$ cat config.mk
export PLATFORM = sky130hd
export DESIGN_NAME = hlr_seq_div16by8
export DESIGN_NICKNAME = d
export VERILOG_FILES = /design/src/rtl/hlr_div_pkg.sv /design/src/rtl/hlr_div_sign_fix.sv /design/src/rtl/hlr_seq_div16by8.sv
export SDC_FILE = /design/constraint.sdc
export NUM_CORES = 1
export LEC_CHECK = 0
export CORE_MARGIN = 1.5
export CORE_UTILIZATION = 50
export DETAILED_ROUTE_END_ITERATION = 8
export PLACE_DENSITY = 0.72
export SETUP_SLACK_MARGIN = 0.5
export SYNTH_ARGS = -nofsm -noshare
export SYNTH_HDL_FRONTEND = slang
export SYNTH_SLANG_ARGS = --single-unit
$ cat constraint.sdc
create_clock -name clk -period 4.2 [get_ports clk]
set_clock_uncertainty 0.2 [all_clocks]
set_input_delay 0.63 -clock clk [delete_from_list [all_inputs] [get_ports clk]]
set_output_delay 0.63 -clock clk [all_outputs]
set_load 0.1 [all_outputs]
$ cat src/rtl/hlr_div_pkg.sv
// Shared types and default widths for the sequential 16/8 signed divider.
package hlr_div_pkg;
  localparam int DW_A_DEF = 16;
  localparam int DW_B_DEF = 8;
  localparam int QMAX     = 127;
  localparam int QMIN     = -128;

  typedef enum logic [1:0] {IDLE, CALC, FIX, DONE} div_state_t;
endpackage

$ cat src/rtl/hlr_div_sign_fix.sv
// Combinational sign restore, overflow detect and divide-by-zero result for the divider.
// HLR_DIV_SAT_EN: clamp the quotient on ovf/dz instead of wrapping to the low DW_B bits.
module hlr_div_sign_fix #(
  parameter int DW_A = 16,
  parameter int DW_B = 8
) (
  input  logic [DW_A-1:0] qmag_i,
  input  logic [DW_B-1:0] rmag_i,
  input  logic            a_neg_i,
  input  logic            b_neg_i,
  input  logic            dz_i,
  input  logic [DW_B-1:0] dz_rem_i,
  output logic [DW_B-1:0] quo_o,
  output logic [DW_B-1:0] rem_o,
  output logic            ovf_o
);
  localparam logic [DW_A-1:0] LIM   = DW_A'(1) << (DW_B - 1);
  localparam logic [DW_B-1:0] Q_POS = {1'b0, {(DW_B-1){1'b1}}};
  localparam logic [DW_B-1:0] Q_NEG = {1'b1, {(DW_B-1){1'b0}}};

  logic q_neg;

  always_comb begin
    q_neg = a_neg_i ^ b_neg_i;
    // A negative quotient may reach magnitude 2^(DW_B-1); a positive one may not.
    ovf_o = dz_i ? 1'b0 : (q_neg ? (qmag_i > LIM) : (qmag_i >= LIM));
    quo_o = dz_i ? '1 : (q_neg ? -qmag_i[DW_B-1:0] : qmag_i[DW_B-1:0]);
    rem_o = dz_i ? dz_rem_i : (a_neg_i ? -rmag_i : rmag_i);
`ifdef HLR_DIV_SAT_EN
    if (dz_i) begin
      quo_o = a_neg_i ? Q_NEG : Q_POS;
    end else if (ovf_o) begin
      quo_o = q_neg ? Q_NEG : Q_POS;
    end
`endif
  end
endmodule

$ cat src/rtl/hlr_seq_div16by8.sv
// Signed restoring divider, one quotient bit per cycle; result DW_A+2 cycles after accept (1 on divide-by-zero).
// Result held until out_ready; no new operands accepted while busy. HLR_DIV_SAT_EN selects a saturating quotient.
module hlr_seq_div16by8
  import hlr_div_pkg::*;
#(
  parameter int DW_A = DW_A_DEF,
  parameter int DW_B = DW_B_DEF
) (
  input  logic            clk,
  input  logic            rst_n,
  input  logic            in_valid,
  output logic            in_ready,
  input  logic [DW_A-1:0] dividend,
  input  logic [DW_B-1:0] divisor,
  output logic            out_valid,
  input  logic            out_ready,
  output logic [DW_B-1:0] quotient,
  output logic [DW_B-1:0] remainder,
  output logic            ovf,
  output logic            dz
);
  localparam int CW = $clog2(DW_A);

  div_state_t      state_q;
  logic [DW_A-1:0] a_q;  // dividend bits leave at the top, quotient bits enter at the bottom
  logic [DW_B-1:0] r_q;
  logic [DW_B-1:0] b_q;
  logic            a_neg_q;
  logic            b_neg_q;
  logic [CW-1:0]   cnt_q;
  logic            out_valid_q;
  logic            ovf_q;
  logic            dz_q;
  logic [DW_B-1:0] quo_q;
  logic [DW_B-1:0] rem_q;

  logic [DW_B:0]   sh_d;
  logic            qbit_d;
  logic [DW_B-1:0] r_d;
  logic [DW_A-1:0] a_mag_d;
  logic [DW_B-1:0] b_mag_d;

  logic            fix_dz;
  logic            fix_a_neg;
  logic            fix_ovf;
  logic [DW_B-1:0] fix_quo;
  logic [DW_B-1:0] fix_rem;

  // Partial remainder stays below |divisor| <= 2^(DW_B-1), so DW_B bits hold it between steps.
  always_comb begin
    sh_d    = {r_q, a_q[DW_A-1]};
    qbit_d  = (sh_d >= {1'b0, b_q});
    r_d     = qbit_d ? (sh_d[DW_B-1:0] - b_q) : sh_d[DW_B-1:0];
    a_mag_d = dividend[DW_A-1] ? -dividend : dividend;
    b_mag_d = divisor[DW_B-1] ? -divisor : divisor;
  end

  assign fix_dz    = (state_q == IDLE);
  assign fix_a_neg = fix_dz ? dividend[DW_A-1] : a_neg_q;

  hlr_div_sign_fix #(
    .DW_A(DW_A),
    .DW_B(DW_B)
  ) u_sign_fix (
    .qmag_i  (a_q),
    .rmag_i  (r_q),
    .a_neg_i (fix_a_neg),
    .b_neg_i (b_neg_q),
    .dz_i    (fix_dz),
    .dz_rem_i(dividend[DW_B-1:0]),
    .quo_o   (fix_quo),
    .rem_o   (fix_rem),
    .ovf_o   (fix_ovf)
  );

  always_ff @(posedge clk or negedge rst_n) begin
    if (!rst_n) begin
      state_q     <= IDLE;
      a_q         <= '0;
      r_q         <= '0;
      b_q         <= '0;
      a_neg_q     <= 1'b0;
      b_neg_q     <= 1'b0;
      cnt_q       <= '0;
      out_valid_q <= 1'b0;
      quo_q       <= '0;
      rem_q       <= '0;
      ovf_q       <= 1'b0;
      dz_q        <= 1'b0;
    end else begin
      case (state_q)
        IDLE: begin
          if (in_valid) begin
            if (divisor == '0) begin
              quo_q       <= fix_quo;
              rem_q       <= fix_rem;
              ovf_q       <= fix_ovf;
              dz_q        <= 1'b1;
              out_valid_q <= 1'b1;
              state_q     <= DONE;
            end else begin
              a_q     <= a_mag_d;
              b_q     <= b_mag_d;
              r_q     <= '0;
              a_neg_q <= dividend[DW_A-1];
              b_neg_q <= divisor[DW_B-1];
              cnt_q   <= CW'(DW_A - 1);
              state_q <= CALC;
            end
          end
        end
        CALC: begin
          r_q   <= r_d;
          a_q   <= {a_q[DW_A-2:0], qbit_d};
          cnt_q <= cnt_q - 1'b1;
          if (cnt_q == '0) begin
            state_q <= FIX;
          end
        end
        FIX: begin
          quo_q       <= fix_quo;
          rem_q       <= fix_rem;
          ovf_q       <= fix_ovf;
          dz_q        <= 1'b0;
          out_valid_q <= 1'b1;
          state_q     <= DONE;
        end
        DONE: begin
          if (out_ready) begin
            out_valid_q <= 1'b0;
            state_q     <= IDLE;
          end
        end
        default: state_q <= IDLE;
      endcase
    end
  end

  assign in_ready  = (state_q == IDLE);
  assign out_valid = out_valid_q;
  assign quotient  = quo_q;
  assign remainder = rem_q;
  assign ovf       = ovf_q;
  assign dz        = dz_q;
endmodule

==> key figures, run 1 <==
CTS
  • Num CTS Buffers: 9
  • Hold_buf cts: 0
  • CTS Root Cell: clkbuf_8
  • Clock sinks: 59
  • # Post-CTS Setup Buffers: 0
  • TritonCTS clock tree: built
  • Worst skew pair latency: 350 ps
  • CTS Buffer Depth: 2
  • Clock slew at reported path FFs: 70 ps
  • H-tree Lvls: 3
  • CTS resizes: 0

Timing
  • Relative slew slack: 33.5%
  • Fin. Hold Viols: 0
  • Unrepaired setup endpoints after global routing: false
  • Slew @ Worst Pin: 995 ps
  • Slew Viols, Final: 0
  • Tcrit/Tclk final: 72.8%
  • Setup Total Neg Slack: 0 ps
  • # setup viols final: 0
  • Final worst slack: 1140 ps
  • Min cycle time layout: 3060 ps
  • Fmax: 0.327 GHz

Floorplanning
  • Initial Utilization: 52.4%
  • Chip height: 90.7 microns
  • DIE WIDTH: 90.7 microns
  • Cell Rows: 31
  • Die ar.: 8220 sq um
  • Core Area: 7330 sq um
  • Top-Level Pins: 48

Place
  • Pre-CTS WS: 791 ps
  • Placement Cell Area: 4390 sq um
  • IO Port Bufs: 47
  • Final Wtd Congestion: 0.869
  • Dpl cells: 568
  • Hpwl dp: 6830 microns

Synth
  • Area leader, netlist: dfrtp_1
  • Ys async rst share: 100%
  • Primary FF master, synth: dfrtp_1
  • Number of synthesized flops with an enable pin: 0
  • #FFs+latches synth: 59
  • Seq/Total Area, Yosys: 38.4%
  • Main area contributors after synthesis: dfrtp_1 38%, ha_1 5.5%, nor2_1 5.3%, xor2_1 5.0%, o21ai_0 4.8%
  • Synthesis Warnings: 0
  • Synthesized area: 3840 sq um
  • Yosys top cell area share: 38.4%
  • Mapped Cells: 433
  • Syn nets: 479
  • Avg Inst Size Synth: 8.88 sq um
  • Yosys cell types: 54

Critical path
  • Critical-path cell list: clkdlybuf4s50_1 -> inv_1 -> ha_1 -> or4b_4 -> o21ba_2 -> a21oi_4 -> buf_4 -> nor3b_1 -> a211oi_1
  • Delay-heaviest family, CP: compound AO/OA/AOI/OAI gates
  • CP max stage delay: 490 ps
  • Max Fanout on Critical Path: 20
  • R2r endpoint: r_q[0]$_DFFE_PN0P_
  • Instance count on the critical path: 9
  • Max stage delay cell, worst path: or4b_4
  • CP endpoint kind: register
  • Req. time, crit path: 4250 ps
  • Reg2reg path depth: 7
  • Crit path arrival time: 3110 ps
  • FF-to-FF setup slack: 1180 ps
  • CP Class: input port to register
  • Worst path bufs/invs: 3
  • Worst R2R Start: r_q[2]$_DFFE_PN0P_
  • CP startpoint kind: input port

Status
  • Status: completed

Final layout
  • Area Overhead vs Synth: 20.0%
  • Final Core Density: 63.0%
  • Most common cell after layout, fill and taps aside: dfrtp_1
  • Commonest cells after routing, fill and taps aside: 59 x dfrtp_1, 54 x nor2_1, 45 x clkdlybuf4s50_1
  • Non-Filler Instances: 584
  • Finished layout cell area: 4620 sq um
  • Layout cell share with drive strength beyond 1: 8.25%
  • Fin nets: 526
  • # diodes: 0

Global routing
  • Grt ovf: 0
  • Initial antenna violation count: 0
  • GRT met3 Usage: 5.22%
  • Global Route met2 Usage: 42.1%
  • GRT Max-Usage Layer: met2
  • Met1 usage: 29.7%
  • GR Util All Layers: 24.0%
  • First-pass GRT wire length: 15800 microns
  • Vias in the first global route: 3292
  • Largest net degree at the start of global routing: 39

Detailed routing
  • Vias/cell: 5.65
  • DRT Pass-1 Iters: 4
  • Final WL: 9230 microns
  • Wire per inst: 15.8 microns
  • Via Count: 3299
  • Drt drc: 0
  • Initial DRC count: 160
  • DRT antenna net count: 0

Power and ir drop
  • Max IR drop VDD: 530 uV
  • Static leakage: 1.94 nW
  • Power per cell area: 925 nW/um^2

Min path
  • Worst Hold Class: input port to asynchronous set/reset pin

Flow run
  • Max cap viols: 0
-- metrics by stage --
| stage | power (mW) | hold WS [ps] |
|---|---|---|
| detailed placement | 3.66 | 272 |
| finish | 4.27 | 183 |
| global placement | 3.61 | 264 |
| global route | 4.58 | 263 |
| CTS | 4.28 | 219 |
| floorplan | 3.06 | 134 |
-- per-layer routing --
metal	share of wire [%]	vias to the layer above
met5	0	-
met2	50	85
met3	4.8	17
met4	1.5	0
li1	-	1626
met1	43	1571
-- flip-flops by register name, summed over array words and instances (netlist names) --
register   count
remainder      8
out_valid      1
ovf            1
quotient       8
a_q           16
a_neg_q        1
state_q        2
b_q            8
dz             1
r_q            8
b_neg_q        1
cnt_q          4
-- cell families (layout without fill, tap and decap cells) --
family                   count (synthesis)  count (layout)  share of synthesized area, %
buffers and inverters                   43              95                          4.91
adder cells (fa/ha/maj)                 18              18                          6.05
flip-flops                              59              59                          38.4
AND/OR/NAND/NOR                        139             139                          18.0
XOR/XNOR                                35              35                          7.97
multiplexers                            21              21                          5.63
AO/OA/AOI/OAI                          118             118                          19.1
-- synthesized netlist by cell type, drive strengths merged (6+ instances only) --
cell     n
dfrtp   59
nor2    54
o21ai   37
a21oi   35
nand2   33
inv     25
xor2    22
ha      17
mux2i   16
xnor2   13
a211oi  10
clkbuf  10
nor3b    9
buf      8
o31ai    8
nand2b   7
nor3     6
-- worst max-delay path by stage --
| stage | startpoint | end |
|---|---|---|
| 5_1_grt | divisor[1] | a_q[11]$_DFFE_PN0P_ |
| 3_5_place_dp | divisor[1] | a_q[11]$_DFFE_PN0P_ |
| 4_1_cts | divisor[1] | a_q[11]$_DFFE_PN0P_ |
| 3_3_place_gp | divisor[1] | a_q[11]$_DFFE_PN0P_ |
| 6_report | divisor[1] | a_q[10]$_DFFE_PN0P_ |
| 2_1_floorplan | state_q[0]$_DFFE_PN0P_ | ovf$_DFFE_PN0P_ |
-- power breakdown --
group	switching, mW	internal (mW)	total (mW)
clock	0.238	0.363	0.602
sequential	0.232	0.833	1.06
combinational	1.71	0.893	2.60
-- final cells by class --
type | instances | area [sq um]
Tap cell | 99 | 124
Fill cell | 661 | 2720
Clock inverter | 5 | 75.1
Clock buffer | 11 | 151
Multi-Input combinational cell | 331 | 2180
Inverter | 25 | 93.8
Sequential cell | 59 | 1480
Timing Repair Buffer | 54 | 515
Power figures use the tool's default switching activity.
==> run 2: changes to the inputs <==
Settings changed: PLACE_DENSITY 0.72 to 0.75.
Clock period 4.2 ns to 2.5 ns, I/O delays scaled along.
==> key figures, run 2 (synthesis gave the netlist of run 1 again) <==
Floorplanning
  • Chip height: 90.7 microns
  • Initial Utilization: 52.4%
  • Top-Level Pins: 48
  • DIE WIDTH: 90.7 microns
  • Die ar.: 8220 sq um
  • Core Area: 7330 sq um
  • Cell Rows: 31

CTS
  • Num CTS Buffers: 9
  • CTS Root Cell: clkbuf_8
  • TritonCTS clock tree: built
  • Clock sinks: 59
  • CTS Buffer Depth: 2
  • Worst skew pair latency: 350 ps
  • Clock slew at reported path FFs: 70 ps
  • H-tree Lvls: 3

Timing
  • Relative slew slack: 62.4%
  • Slew Viols, Final: 0
  • Slew @ Worst Pin: 563 ps
  • Min cycle time layout: 2290 ps
  • # setup viols final: 0
  • Fin. Hold Viols: 0
  • Setup Total Neg Slack: 0 ps
  • Tcrit/Tclk final: 91.7%
  • Fmax: 0.436 GHz
  • Unrepaired setup endpoints after global routing: true

Critical path
  • CP startpoint kind: register
  • Critical-path cell list: ha_4 -> nand2_1 -> o311ai_2 -> a311oi_2 -> buf_4 -> buf_4 -> a32oi_2 -> o31ai_2
  • CP max stage delay: 440 ps
  • Crit path arrival time: 2310 ps
  • Crit-path most repeated cell: buf_4
  • Max Fanout on Critical Path: 4
  • Req. time, crit path: 2510 ps
  • CP Class: register to register
  • CP endpoint kind: register
  • Max stage delay cell, worst path: dfrtp_2

Global routing
  • GR Util All Layers: 29.2%
  • Vias in the first global route: 3819
  • Initial antenna violation count: 0
  • Largest net degree at the start of global routing: 32
  • Grt ovf: 0
  • First-pass GRT wire length: 18800 microns

Final layout
  • Fin nets: 614
  • Most common cell after layout, fill and taps aside: buf_4
  • Non-Filler Instances: 672
  • Finished layout cell area: 5930 sq um
  • Filler instances: 416
  • Layout cell share with drive strength beyond 1: 41.4%
  • Number of flip-flops in the largest register: 16
  • Commonest cells after routing, fill and taps aside: 91 x buf_4, 55 x dfrtp_1, 51 x nor2_1
  • # diodes: 0
  • Most flops, register: a_q
  • Area Overhead vs Synth: 54.1%

Power and ir drop
  • Gate power share: 69.4%
  • Sw Share: 48.6%
  • Max IR drop VDD: 1010 uV
  • Static leakage: 2.52 nW
  • Pint: 4.81 mW
  • Power per cell area: 1580 nW/um^2
  • Switching power: 4.55 mW
  • Clk network pwr share: 10.8%
  • Flop pwr share: 19.8%

Place
  • Placement Cell Area: 4930 sq um
  • IO Port Bufs: 47
  • Hpwl dp: 7660 microns
  • Final Wtd Congestion: 0.898
  • Dpl cells: 612

Detailed routing
  • Final WL: 12600 microns
  • DRT Pass-1 Iters: 4
  • Via Count: 3890
  • DRT antenna net count: 0
  • Drt drc: 0
  • Initial DRC count: 242
  • Vias/cell: 5.79
  • Wire per inst: 18.7 microns

Status
  • Status: completed

Min path
  • Worst Hold Class: input port to register

Flow run
  • Max cap viols: 0
-- run 2: path summary, 6_finish.rpt --
check | start | endpoint | slack, ps | depth (start not counted)
setup / recovery | r_q[2]$_DFFE_PN0P_ | r_q[6]$_DFFE_PN0P_ | 210 | 8
hold / removal | divisor[0] | b_q[0]$_DFFE_PN0P_ | 170 | 3
setup reg to reg | r_q[2]$_DFFE_PN0P_ | r_q[6]$_DFFE_PN0P_ | 210 | 8
max in group asynchronous | rst_n | a_q[11]$_DFFE_PN0P_ | 1180 | 3
min in group asynchronous | rst_n | state_q[0]$_DFFE_PN0P_ | 340 | 2
hold reg to reg | remainder[6]$_DFFE_PN0P_ | remainder[6]$_DFFE_PN0P_ | 290 | 2
-- run 2: worst max-delay path: cells and delay by family (launching register included) --
| family | cells | cell delay [ps] |
|---|---|---|
| buf+inv | 2 | 330 |
| simple gates | 1 | 90 |
| fa+ha+maj | 1 | 300 |
| compound gates | 4 | 800 |
| flops | 1 | 440 |
-- run 2: per-stage QoR --
step           hold slack [ps]  util [%]  total power, mW  setup slack (ps)
2_1_floorplan             -121         -             5.53               204
3_3_place_gp               177      67.3             6.63              -332
3_5_place_dp               184      67.3             6.77              -403
4_1_cts                    177      76.9             8.48               287
5_1_grt                    175      80.9             9.87               166
6_report                   173      80.9             9.36               208
-- run 2: timing repair --
item	4_1_cts	5_1_grt
buffers inserted	28	14
pin swaps	36	30
hold buffers	1	0
resized for setup	102	44
hold endpoints to repair	20	0
cloned	0	1
setup endpoints to repair	59	40
-- run 2: power by group through the flow --
stage               Clock [mW]  Sequential (mW)  Combinational [mW]
floorplan                    0             2.74                2.80
global placement             0             1.80                4.83
detailed placement           0             1.82                4.95
CTS                       1.00             1.82                5.66
global route              1.06             1.90                6.90
finish                    1.01             1.85                6.50
-- run 2: routing by layer --
metal | track usage, % | vias up | part of all wire [%]
li1 | - | 1806 | -
met1 | 34.7 | 1918 | 40
met2 | 50.1 | 119 | 51
met3 | 5.56 | 47 | 4.4
met4 | 14.4 | 0 | 4.8
met5 | 0 | - | 0
-- run 2: cell type report --
| cell class | count | area, sq um | share of cell area [%] |
|---|---|---|---|
| multi-input combinational | 331 | 2710 | 45.6 |
| sequential | 59 | 1480 | 25.0 |
| timing repair buffer | 142 | 1270 | 21.5 |
| clock buffer | 12 | 155 | 2.62 |
| tap | 99 | 124 | 2.09 |
| inverter | 25 | 114 | 1.92 |
| clock inverter | 4 | 72.6 | 1.22 |
==> run 3: changes to the inputs <==
Settings changed: CAP_MARGIN from default to 10, SKIP_LAST_GASP from default to 1, SLEW_MARGIN from default to 20.
==> results of run 3 <==
Same layout as run 2: the final DEF is identical, and so are final timing and power.
